File: config.mk
export PLATFORM = sky130hd
export DESIGN_NAME = uart_tx_arbiter
export DESIGN_NICKNAME = d
export VERILOG_FILES = /design/src/rtl/uart_arb_pkg.sv /design/src/rtl/rr_picker.sv /design/src/rtl/uart_tx_arbiter.sv
export SDC_FILE = /design/constraint.sdc
export NUM_CORES = 1
export LEC_CHECK = 0
export BUFFER_PORTS_ARGS = -buffer_cell sky130_fd_sc_hd__clkbuf_2
export CAP_MARGIN = 40
export CORE_ASPECT_RATIO = 0.9
export CORE_MARGIN = 2
export CORE_UTILIZATION = 55
export CTS_CLUSTER_DIAMETER = 150
export CTS_CLUSTER_SIZE = 8
export DETAILED_ROUTE_END_ITERATION = 6
export PLACE_DENSITY = 0.95
export SLEW_MARGIN = 20
export SYNTH_ARGS = -nofsm -noshare
export SYNTH_HDL_FRONTEND = slang
export SYNTH_HIERARCHICAL = 1
export SYNTH_SLANG_ARGS = --single-unit
File: constraint.sdc
create_clock -name clk_i -period 3.35 [get_ports clk_i]
set_clock_uncertainty 0.2 [all_clocks]
set_input_delay 0.335 -clock clk_i [delete_from_list [all_inputs] [get_ports clk_i]]
set_output_delay 0.335 -clock clk_i [all_outputs]
set_load 0.1 [all_outputs]
File: src/rtl/uart_arb_pkg.sv
// Shared definitions for the uart transmit arbiter: FSM encoding and parameter defaults.
package uart_arb_pkg;

    localparam int NUM_REQ_DEF      = 4;
    localparam int BUSY_TIMEOUT_DEF = 8;

    typedef enum logic [1:0] {
        S_IDLE      = 2'd0,
        S_ISSUE     = 2'd1,
        S_WAIT_BUSY = 2'd2,
        S_WAIT_DONE = 2'd3
    } arb_state_e;

    function automatic int id_width(input int n);
        return (n > 1) ? $clog2(n) : 1;
    endfunction

endpackage

File: src/rtl/rr_picker.sv
// Combinational round-robin picker: first set req bit strictly after last_i, wrapping.
module rr_picker
    import uart_arb_pkg::*;
#(
    parameter int  NUM_REQ = NUM_REQ_DEF,
    localparam int IDW     = id_width(NUM_REQ)
) (
    input  logic [NUM_REQ-1:0] req_i,
    input  logic [IDW-1:0]     last_i,
    output logic [IDW-1:0]     idx_o,
    output logic               vld_o
);

    logic [IDW-1:0] cand;

    always_comb begin
        idx_o = '0;
        vld_o = |req_i;
        cand  = '0;
        // walk from farthest to nearest so the nearest set bit after last_i is written last
        for (int k = NUM_REQ; k >= 1; k--) begin
            cand = IDW'((int'(last_i) + k) % NUM_REQ);
            if (req_i[cand]) begin
                idx_o = cand;
            end
        end
    end

endmodule

File: src/rtl/uart_tx_arbiter.sv
// Shares one uart transmitter among NUM_REQ byte requesters with round-robin arbitration.
// Grant to trigger/ack is one cycle; requests wait while the transmitter is busy.
module uart_tx_arbiter
    import uart_arb_pkg::*;
#(
    parameter int  NUM_REQ      = NUM_REQ_DEF,
    parameter int  BUSY_TIMEOUT = BUSY_TIMEOUT_DEF,
    localparam int IDW          = id_width(NUM_REQ)
) (
    input  logic                   clk_i,
    input  logic                   rst_i,
    input  logic [NUM_REQ-1:0]     req_i,
    input  logic [8*NUM_REQ-1:0]   req_data_i,
    input  logic                   tx_busy_i,
    output logic                   tx_start_trigger_o,
    output logic [7:0]             tx_data_o,
    output logic [NUM_REQ-1:0]     ack_o,
    output logic [IDW-1:0]         grant_id_o,
    output logic                   active_o,
    output logic                   err_timeout_o,
    output logic [15:0]            byte_count_o
);

    arb_state_e         state_q, state_d;
    logic [IDW-1:0]     grant_q, grant_d;
    logic [7:0]         tx_data_q, tx_data_d;
    logic               trig_q, trig_d;
    logic [NUM_REQ-1:0] ack_q, ack_d;
    logic               active_q, active_d;
    logic               err_q, err_d;
    logic [15:0]        byte_count_q, byte_count_d;
    logic [15:0]        tmo_q, tmo_d;

    logic [IDW-1:0]     pick_idx;
    logic               pick_vld;
    logic               grant_now;
    logic               timeout_hit;
    logic               frame_done;

    rr_picker #(
        .NUM_REQ (NUM_REQ)
    ) u_picker (
        .req_i  (req_i),
        .last_i (grant_q),
        .idx_o  (pick_idx),
        .vld_o  (pick_vld)
    );

    assign grant_now   = (state_q == S_IDLE) && pick_vld && !tx_busy_i;
    // tmo_q already counts the ISSUE cycle, so the limit lands BUSY_TIMEOUT cycles after the trigger
    assign timeout_hit = (state_q == S_WAIT_BUSY) && !tx_busy_i && (tmo_q >= 16'(BUSY_TIMEOUT - 1));
    assign frame_done  = (state_q == S_WAIT_DONE) && !tx_busy_i;

    always_ff @(posedge clk_i) begin
        if (rst_i) begin
            state_q      <= S_IDLE;
            grant_q      <= IDW'(NUM_REQ - 1);
            tx_data_q    <= '0;
            trig_q       <= 1'b0;
            ack_q        <= '0;
            active_q     <= 1'b0;
            err_q        <= 1'b0;
            byte_count_q <= '0;
            tmo_q        <= '0;
        end else begin
            state_q      <= state_d;
            grant_q      <= grant_d;
            tx_data_q    <= tx_data_d;
            trig_q       <= trig_d;
            ack_q        <= ack_d;
            active_q     <= active_d;
            err_q        <= err_d;
            byte_count_q <= byte_count_d;
            tmo_q        <= tmo_d;
        end
    end

    always_comb begin
        state_d = state_q;
        case (state_q)
            S_IDLE:      if (grant_now) state_d = S_ISSUE;
            S_ISSUE:     state_d = S_WAIT_BUSY;
            S_WAIT_BUSY: begin
                if (tx_busy_i)        state_d = S_WAIT_DONE;
                else if (timeout_hit) state_d = S_IDLE;
            end
            S_WAIT_DONE: if (!tx_busy_i) state_d = S_IDLE;
            default:     state_d = S_IDLE;
        endcase
    end

    always_comb begin
        trig_d       = grant_now;
        ack_d        = '0;
        grant_d      = grant_q;
        tx_data_d    = tx_data_q;
        active_d     = (state_d != S_IDLE);
        err_d        = err_q | timeout_hit;
        byte_count_d = byte_count_q + {15'd0, frame_done};
        tmo_d        = '0;
        if (grant_now) begin
            ack_d[pick_idx] = 1'b1;
            grant_d         = pick_idx;
            for (int i = 0; i < NUM_REQ; i++) begin
                if (pick_idx == IDW'(i)) begin
                    tx_data_d = req_data_i[8*i +: 8];
                end
            end
        end
        case (state_q)
            S_ISSUE:     tmo_d = 16'd1;
            S_WAIT_BUSY: tmo_d = tmo_q + 16'd1;
            default:     tmo_d = '0;
        endcase
    end

    assign tx_start_trigger_o = trig_q;
    assign tx_data_o          = tx_data_q;
    assign ack_o              = ack_q;
    assign grant_id_o         = grant_q;
    assign active_o           = active_q;
    assign err_timeout_o      = err_q;
    assign byte_count_o       = byte_count_q;

endmodule

After elaboration in Yosys (flattened, before gate mapping)
Index checks and enable logic that the tools add are counted.
- register bits after elaboration: 51
- input bits: 39
- output and inout port bits: 33
- $add $sub $neg: 6
- magnitude comparators: 7
- equal/unequal tests: 6
- mux-type cells: 24
- bitwise operators: 2
- reductions and logical operators: 14
- operator list (kind ; number):
    $mux 8 ; 4
    $pmux 16 s2 ; 1
    $add 16x1->16 ; 1
    $add 16x1->16 const B ; 1
    $ge 16x3->1 const B ; 1
    $mux 2 ; 8
    $lt 2x3->1 const B ; 5
    $bmux 1 s2 ; 4
    $eq 2x2->1 const B ; 4
    $pmux 2 s4 ; 1
    $logic_and 1x1->1 ; 6
    $mux 1 ; 5
    $add 2x1->2 const B ; 2
    $add 2x2->2 const B ; 2
    $eq 2x1->1 const B ; 2
    $logic_not 2->1 ; 2
    $reduce_bool 4->1 ; 1
    $reduce_or 4->1 ; 1
    $demux 1 s2 ; 1
    $ge 2x1->1 const B ; 1
    $reduce_and 2->1 ; 1
    $reduce_bool 2->1 ; 1
    $reduce_or 2->1 ; 1
    $logic_not 1->1 ; 1
    other kinds (2) ; 2

Longest topological paths before layout
Gate-level depths: netlist (run 1).
- word-level depth: 12
- depth in mapped cells: 8
- gate-level depth less buffers: 8

Modules after synthesis
Netlist (run 1), hierarchy kept.
- modules (own cells, without submodules) (module ; instances ; cells each ; area an instance (um^2) ; seq. area each (um^2)):
    uart_tx_arbiter ; 1 ; 235 ; 2290.9 ; 1021.0
    rr_picker ; 1 ; 14 ; 91.3 ; 0.0

Worst setup path after synthesis (run 1)
No wires, ideal clock.
- path type: register -> register
- start: register grant_q[1] (netlist: grant_id_o[1])
- end: register tx_data_q[1] (netlist: tx_data_o[1])
- data arrival time: 2726 ps
- path slack: 306 ps
- cell stages (with the launch flop): 7
- buffers on the path: 1
- cells stage by stage: dfxtp_1 -> nand2b_1 -> a21oi_2 -> o221ai_2 -> clkbuf_1 -> mux4_2 -> a22o_1
- longest elaborated chain between the ends: 11
- elaborated cells on any way between the ends: 25
- those cells by class: add/sub: 4; eq/ne: 3; mux: 15; reduce/logical: 3
- RTL lines (item ; RTL line ; RTL):
    from (decl) ; uart_tx_arbiter.sv:25 ; logic [IDW-1:0] grant_q, grant_d;
    from (signal assigned) ; uart_tx_arbiter.sv:57 ; grant_q <= IDW'(NUM_REQ - 1);
    from (signal assigned) ; uart_tx_arbiter.sv:67 ; grant_q <= grant_d;
    $add 2x1->2 ; rr_picker.sv:22 ; cand = IDW'((int'(last_i) + k) % NUM_REQ);
    $bmux 1 s2 ; rr_picker.sv:23 ; if (req_i[cand]) begin
    $mux 1 (not written as such) ; rr_picker.sv:23 ;
    $mux 2 (3 in series) ; rr_picker.sv:23 ;
    $mux 2 * ; rr_picker.sv:23 ;
    net pick_idx[0] ; uart_tx_arbiter.sv:34 ; logic [IDW-1:0] pick_idx;
    $eq 2x1->1 ; uart_tx_arbiter.sv:105 ; if (pick_idx == IDW'(i)) begin
    $mux 8 (3 in series) ; uart_tx_arbiter.sv:105 ;
    to (signal assigned) ; uart_tx_arbiter.sv:68 ; tx_data_q <= tx_data_d;
    to (decl) ; uart_tx_arbiter.sv:26 ; logic [7:0] tx_data_q, tx_data_d;
The timed path passes the listed nets; every way through them passes the cells marked *. The select of a mux whose other input is x is not followed.
A chain may end at the register's enable or synchronous reset.

Final worst setup path (run 1)
- start: register grant_q[1] (netlist: grant_id_o[1])
- end: register tx_data_q[6] (netlist: tx_data_o[6])
The elaborated chain is that of the path after synthesis.

==> results_dict.tcl, run 1 <==
set metrics [dict create \
    coreArea_sq_um 4130 \
    synth-edff-count 0 \
    grt_pass1_wl_microns 8290 \
    endpoint_kind "register" \
    power_mw 1.40 \
    drive_above_1_share_pct 29.5 \
    min_path_type "input port to register" \
    worst-path-buf-inv 0 \
    reg2reg_from "grant_id_o[1]" \
    path_cells "nand2b_1 -> a21oi_2 -> o221ai_2 -> mux4_2 -> a22o_1" \
    slew_viol_final 0 \
    dieHeight_microns 66.4 \
    ys_ff_latch 51 \
    critPathRequiredTime_ps 3370 \
    design_area_sq_um 2900 \
    vias_per_cell 5.72 \
    power_switching_uw 453 \
    p_int_uw 947 \
    slew_headroom_pct 48.9 \
    cpLargestDelayFamily "compound AO/OA/AOI/OAI gates" \
    start_kind "register" \
    placed_cell_area_sq_um 2780 \
    status "complete, no violations" \
    cp_max_fo 10 \
    drt-pass1-iter-count 4 \
    clk_latency_ps 320 \
    htree_levels 2 \
    start_util_pct 57.7 \
    synth_cell_type_count 40 \
    crit_type "register to register" \
    pre_cts_slack_ps 891 \
    hold_viol_final 0 \
    ys_seq_area_share_pct 42.9 \
    cts_resized 0 \
    hold_depth 3 \
    ys.warnings.count 6 \
    num_io_pins 72 \
    grt_setup_unrepaired "no" \
    postCtsHoldBufs 0 \
    vias 2115 \
    dieArea_sq_um 4870 \
    grtUsageTotal_pct 22.1 \
    async_flop_share_pct 0 \
    wl_per_cell_microns 14.5 \
    synth_nets 295 \
    rrSetupSlack_ps 950 \
    die_w_microns 73.4 \
    grt_max_degree 20 \
    netlist_area_sq_um 2380 \
    max_stage_delay_ps 600 \
    setup_violations 0 \
    powerDensity_nw_per_um2 483 \
    ir_drop_mv 0.344 \
    ys.flop_type "dfxtp_1" \
    dpl.cell_count 362 \
    drtIter0Drc 104 \
    final_cells 370 \
    dp_hpwl_microns 3980 \
    ant_nets 0 \
    p_leak_nw 1.22 \
    gp_congestion 0.794 \
    cts_made_buffers 5 \
    swShare_pct 32.3 \
    syn_avg_cell_area_sq_um 9.57 \
    power.share.clock_pct 31.7 \
    fin_crit_ps 2400 \
    combPwrFrac_pct 22.2 \
    tightestPinTransition_ps 767 \
    grt_pass1_vias 1915 \
    min_period_over_period_pct 71.6 \
    final_nets 367 \
    whs_endpoint "tx_data_o[1]" \
    clockBufferDepth 2 \
    antenna_found_initial 0 \
    n_antenna_cell 0 \
    drv_cap 0 \
    syn_to_final_growth_pct 21.7 \
    post-cts-setup-buffers 0 \
    p_seq_share_pct 46.1 \
    cts.sinks 51 \
    worst_slack_ps 952 \
    wl_microns 5350 \
    cp.arrival_ps 2420 \
    cts_tree "yes" \
    clock.fmax_mhz 417 \
    drc 0 \
    grt.overflow.total 0 \
    r2r-end "tx_data_o[6]" \
    clk_pin_slew_ps 90 \
    clockRootBuffer "clkbuf_8" \
    placementRows 22 \
    cp_slowest_cell "o221ai_2" \
    worstRegToRegCells 5 \
    final_common_cell "clkbuf_2" \
    io_buffer_count 71 \
    finalSetupTns_ps 0 \
    timing.hold.ws_ps 237 \
    final_cell_mix "71 x clkbuf_2, 51 x dfxtp_1, 28 x nor2_1" \
    min_from "req_data_i[25]" \
    syn-instance-count 249 \
    finish.utilization_pct 70.2 \
    crit_cells 5 \
]
sequential cells by signal (all words and copies together) (netlist names):
signal              cells
ack_o                   4
byte_count_o           16
tx_data_o               8
grant_id_o              2
tx_start_trigger_o      1
err_timeout_o           1
state_q                 2
active_o                1
tmo_q                  16
worst reg2reg max path: stages (launching register included):
cell      delay (ps)
dfxtp_1          470
nand2b_1         160
a21oi_2           60
o221ai_2         600
mux4_2           590
a22o_1           230
cell usage after synthesis (6+ instances only):
cell type / n / area, sq um
nand2_1: 14 / 52.6
inv_1: 11 / 41.3
o21ai_0: 8 / 40.0
clkbuf_1: 7 / 26.3
and4_1: 6 / 52.6
or3_1: 6 / 37.5
mux4_2: 8 / 180
ha_1: 7 / 87.6
nor2_1: 28 / 105
nand4_1: 9 / 56.3
xnor2_1: 8 / 70.1
nand3_1: 9 / 45.0
xor2_1: 14 / 123
a22o_1: 8 / 70.1
a21oi_1: 13 / 65.1
dfxtp_1: 51 / 1020
layer usage:
layer  GRT usage, %  vias to the layer above  wire length (microns)
met5              0                        -                      0
met4           9.55                        0                    102
met3           5.95                       11                    295
met2           35.8                       66                   2630
met1           27.7                     1003                   2320
li1               -                     1035                      -
worst max-delay path by stage:
stage,start,to
2_1_floorplan,grant_id_o[1],tx_data_o[1]
5_1_grt,grant_id_o[1],tx_data_o[6]
3_5_place_dp,req_i[2],tx_data_o[6]
4_1_cts,grant_id_o[1],tx_data_o[6]
6_report,grant_id_o[1],tx_data_o[6]
3_3_place_gp,req_i[2],tx_data_o[6]
area by class of cell:
type / instances / area, sq um
Tap cell: 48 / 60.1
Clock buffer: 5 / 68.8
Clock inverter: 3 / 47.5
Inverter: 11 / 41.3
Multi-Input combinational cell: 179 / 1290
Sequential cell: 51 / 1020
Timing Repair Buffer: 73 / 370
Fill cell: 309 / 1230
power by group through the flow:
stage	Clock, mW	Combinational (mW)	Sequential (mW)
after floorplan	0	0.105	0.798
after global placement	0	0.304	0.658
final	0.444	0.311	0.645
after global routing	0.480	0.326	0.648
after detailed placement	0	0.310	0.658
after CTS	0.449	0.311	0.645
logic make-up after synthesis:
family | share of synthesized area [%]
and+or+nand+nor | 22.9
DFF | 42.9
AOI/OAI and AO/OA | 11.5
xor gates and xnor gates | 8.09
buffers and inverters | 2.99
muxes | 7.98
adders and majority gates | 3.68
Note: power is estimated with default switching activity, not from simulation.
==> run 2, diff against run 1 <==
Settings changed: CORE_UTILIZATION 55 to 46, PLACE_DENSITY 0.95 to 0.86.
Clock period 3.35 ns to 2.2 ns, I/O delays scaled along.
==> run 2 against run 1 <==
Compared with the run above:
- power up 54%
- non-clock buffer count increased by 6
- cell count up 6.2%
- combinational power is 59% higher
- highest routed layer unchanged
==> results_dict.tcl, run 2 (synthesized netlist as in run 1, its figures left out) <==
set metrics [dict create \
    placementRows 24 \
    crit_type "register to register" \
    cts_tree "yes" \
    clk_pin_slew_ps 90 \
    endpoint_kind "register" \
    critPathRequiredTime_ps 2250 \
    wl_per_cell_microns 14.0 \
    cp_max_fo 6 \
    clockBufferDepth 2 \
    dieHeight_microns 72.3 \
    min_period_over_period_pct 94.4 \
    num_io_pins 72 \
    clock.fmax_mhz 481 \
    drtIter0Drc 78 \
    powerDensity_nw_per_um2 710 \
    grt_pass1_wl_microns 9050 \
    hold_viol_final 0 \
    clk_latency_ps 310 \
    io_buffer_count 71 \
    coreArea_sq_um 4920 \
    p_leak_nw 1.26 \
    grt_setup_unrepaired "no" \
    n_fill_cell 425 \
    antenna_found_initial 0 \
    grt.overflow.total 0 \
    wl_microns 5500 \
    final_cell_mix "71 x clkbuf_2, 40 x dfxtp_1, 28 x nor2_1" \
    clockRootBuffer "clkbuf_8" \
    start_kind "register" \
    slew_headroom_pct 62.0 \
    seq_area_sq_um 1040 \
    slew_viol_final 0 \
    min_path_type "input port to register" \
    dieArea_sq_um 5770 \
    grtUsageTotal_pct 20.0 \
    drv_cap 0 \
    finalSetupTns_ps 0 \
    drive_above_1_share_pct 35.7 \
    cts_made_buffers 5 \
    vias_per_cell 5.36 \
    final_common_cell "clkbuf_2" \
    grt_pass1_vias 1969 \
    cp.arrival_ps 2120 \
    setup_violations 0 \
    postCtsHoldBufs 0 \
    dpl.cell_count 382 \
    tightestPinTransition_ps 568 \
    multiInputGateArea_sq_um 1330 \
    final_cells 393 \
    vias 2108 \
    dp_hpwl_microns 4130 \
    syn_to_final_growth_pct 27.4 \
    fin_crit_ps 2080 \
    worstRegToRegCells 7 \
    die_w_microns 79.9 \
    start_util_pct 48.4 \
    gp_congestion 0.863 \
    status "complete, no violations" \
    n_antenna_cell 0 \
    hold_depth 4 \
    final_nets 373 \
    cts.sinks 51 \
    grt_max_degree 19 \
    ir_drop_mv 0.543 \
    htree_levels 2 \
    drt-pass1-iter-count 4 \
    ant_nets 0 \
    drc 0 \
    timing.hold.ws_ps 44.8 \
]
==> run 2: changes by cell type in the layout (fill, tap and decap cells not counted), moves of 2 or more <==
cell	change
ha_1	-2
buf_4	+5
dfxtp_1	-11
dfxtp_2	+10
==> run 2: repair_timing <==
item	CTS	global route
setup buffers	0	3
gates resized for setup	0	9
setup endpoints to repair	0	7
==> run 2: metal layers <==
| layer | GRT usage [%] | vias up | share of wire (%) |
|---|---|---|---|
| met5 | 0 | - | 0 |
| met4 | 9.23 | 0 | 2.6 |
| met3 | 4.23 | 13 | 4.8 |
| met2 | 32.9 | 58 | 49 |
| met1 | 25.3 | 987 | 43 |
| li1 | - | 1050 | - |
==> run 2: worst paths after layout <==
path                                    from                to  slack (ps)
worst max-delay path              state_q[0]  byte_count_o[13]         120
worst min-delay path                   rst_i         tmo_q[13]          40
worst max register to register    state_q[0]  byte_count_o[13]         120
worst min register to register  tx_data_o[3]      tx_data_o[3]         290
==> run 2: cell type report <==
class	instances	share of cell area [%]
multi-input combinational	179	43.8
sequential	51	34.2
timing repair buffer	79	14.1
clock buffer	6	2.72
tap	65	2.68
inverter	11	1.36
clock inverter	2	1.15
==> run 2: critical path, cell delays in order, from the launching register on <==
cell and delay, ps:
dfxtp_2 380, ha_4 150, nor2b_4 130, ha_2 190
and4_1 220, nand4_1 210, or3_1 410, a21oi_1 140
==> run 2: power breakdown <==
group	switching, mW	internal (mW)	leakage [nW]
Combinational	0.343	0.153	0.780
Sequential	0.0266	0.958	0.418
Clock	0.307	0.368	0.0612
Total	0.677	1.48	1.26
==> run 2: per-stage QoR <==
| step | area, sq um | worst slack [ps] | total power, mW | util (%) |
|---|---|---|---|---|
| after floorplan | 2420 | -26.2 | 1.39 | - |
| after CTS | 2980 | 56.2 | 2.17 | 60.6 |
| after global routing | 3030 | 6.16 | 2.25 | 61.6 |
| after detailed placement | 2870 | 83.0 | 1.50 | 58.2 |
| final | 3030 | 123 | 2.16 | 61.6 |
| after global placement | 2870 | 194 | 1.48 | 58.2 |
==> run 3, diff against run 2 <==
Settings changed: CORE_UTILIZATION 46 to 55, PLACE_DENSITY 0.86 to 0.95.
Clock period 2.2 ns to 2.62 ns, I/O delays scaled along.
==> run 3 against run 2 <==
Compared with the run above:
- setup slack better by 210 ps
- utilization up 8.6 points
- wire length up 3.3%
- critical endpoint is now byte_count_o[15]
- sequential power down 16%
- hold slack better by 120 ps
- power down 17%
- global-route usage up 4.2 points
- highest routed layer unchanged
- largest power group unchanged
==> results_dict.tcl, run 3 (synthesized netlist as in run 1, its figures left out) <==
set metrics [dict create \
    slew_viol_final 0 \
    min_period_over_period_pct 87.3 \
    vias 2128 \
    clk_pin_slew_ps 90 \
    dieHeight_microns 66.4 \
    slew_headroom_pct 63.3 \
    drive_above_1_share_pct 29.8 \
    final_cell_mix "71 x clkbuf_2, 50 x dfxtp_1, 28 x nor2_1" \
    reg2reg_from "state_q[1]" \
    drtIter0Drc 123 \
    start_kind "register" \
    grt_pass1_vias 1993 \
    grt_max_degree 20 \
    dp_hpwl_microns 4290 \
    finalSetupTns_ps 0 \
    wl_microns 5680 \
    dieArea_sq_um 4870 \
    drc 0 \
    hold_viol_final 0 \
    grt_setup_unrepaired "no" \
    vias_per_cell 5.75 \
    ant_nets 0 \
    grtUsageTotal_pct 24.1 \
    clock.fmax_mhz 437 \
    drv_cap 0 \
    final_nets 367 \
    endpoint_kind "register" \
    min_from "req_data_i[21]" \
    clockRootBuffer "clkbuf_8" \
    min_path_type "input port to register" \
    setup_violations 0 \
    crit_type "register to register" \
    clk_latency_ps 320 \
    postCtsHoldBufs 0 \
    post-cts-setup-buffers 0 \
    cp.arrival_ps 2330 \
    placementRows 22 \
    critPathRequiredTime_ps 2660 \
    cts_tree "yes" \
    gp_congestion 0.864 \
    cts.sinks 51 \
    grt_pass1_wl_microns 8960 \
    final_cells 370 \
    fin_crit_ps 2290 \
    tightestPinTransition_ps 549 \
    wl_per_cell_microns 15.3 \
    io_buffer_count 71 \
    drt-pass1-iter-count 4 \
    grt.overflow.total 0 \
    rrSetupSlack_ps 330 \
    cp_max_fo 6 \
    clockBufferDepth 2 \
    final_common_cell "clkbuf_2" \
    htree_levels 2 \
    die_w_microns 73.4 \
    dpl.cell_count 362 \
    antenna_found_initial 0 \
    start_util_pct 57.7 \
    syn_to_final_growth_pct 21.7 \
    coreArea_sq_um 4130 \
    p_leak_nw 1.22 \
    cts_made_buffers 5 \
    status "complete, no violations" \
    n_antenna_cell 0 \
    ir_drop_mv 0.514 \
    cts_resized 0 \
    powerDensity_nw_per_um2 614 \
    num_io_pins 72 \
    critPathLaunch "state_q[1]" \
]
run 3: changes by cell type in the layout (fill, tap and decap cells not counted), moves of 2 or more:
cell | before | now
dfxtp_2 | 10 | 0
ha_1 | 5 | 7
dfxtp_1 | 40 | 50
buf_4 | 7 | 2
run 3: layout make-up:
cell class | instances | area (sq um)
fill | 290 | 1230
timing repair buffer | 73 | 370
tap | 48 | 60.1
multi-input combinational | 179 | 1290
clock inverter | 3 | 43.8
sequential | 51 | 1020
inverter | 11 | 41.3
clock buffer | 5 | 68.8
run 3: critical path, cell delays in order, from the launching register on:
cell and delay [ps]:
dfxtp_1 410, ha_1 220, nor2b_1 160, ha_1 210, and4_1 300, nand4_1 210
or3_1 390, a21oi_1 140
run 3: report_power, final:
part / total (mW) / internal (mW) / switching [mW] / leakage (nW)
Clock: 0.551 / 0.284 / 0.267 / 0.0581
Sequential: 0.825 / 0.804 / 0.0215 / 0.413
Combinational: 0.404 / 0.119 / 0.285 / 0.750
run 3: final timing paths:
path | depth (start not counted) | endpoint
worst min-delay path | 3 | tx_data_o[5]
worst min register to register | 2 | byte_count_o[15]
worst max-delay path | 7 | byte_count_o[15]
worst max register to register | 7 | byte_count_o[15]
run 3: metrics by stage:
step / power [mW] / instance area, sq um / setup slack (ps) / hold WS, ps / utilization [%]
global placement: 1.23 / 2790 / 513 / 260 / 67.5
floorplan: 1.16 / 2390 / 58.3 / 253 / -
global route: 1.84 / 2900 / 186 / 168 / 70.2
finish: 1.78 / 2900 / 333 / 162 / 70.2
CTS: 1.78 / 2900 / 357 / 164 / 70.2
detailed placement: 1.25 / 2790 / 383 / 266 / 67.5
run 3: per-layer routing:
metal / global-route usage (%) / wire, microns / part of all wire (%)
met5: 0 / 0 / 0
met2: 42.3 / 2950 / 52
met3: 3.96 / 241 / 4.2
met1: 28.9 / 2350 / 41
met4: 10.5 / 144 / 2.5
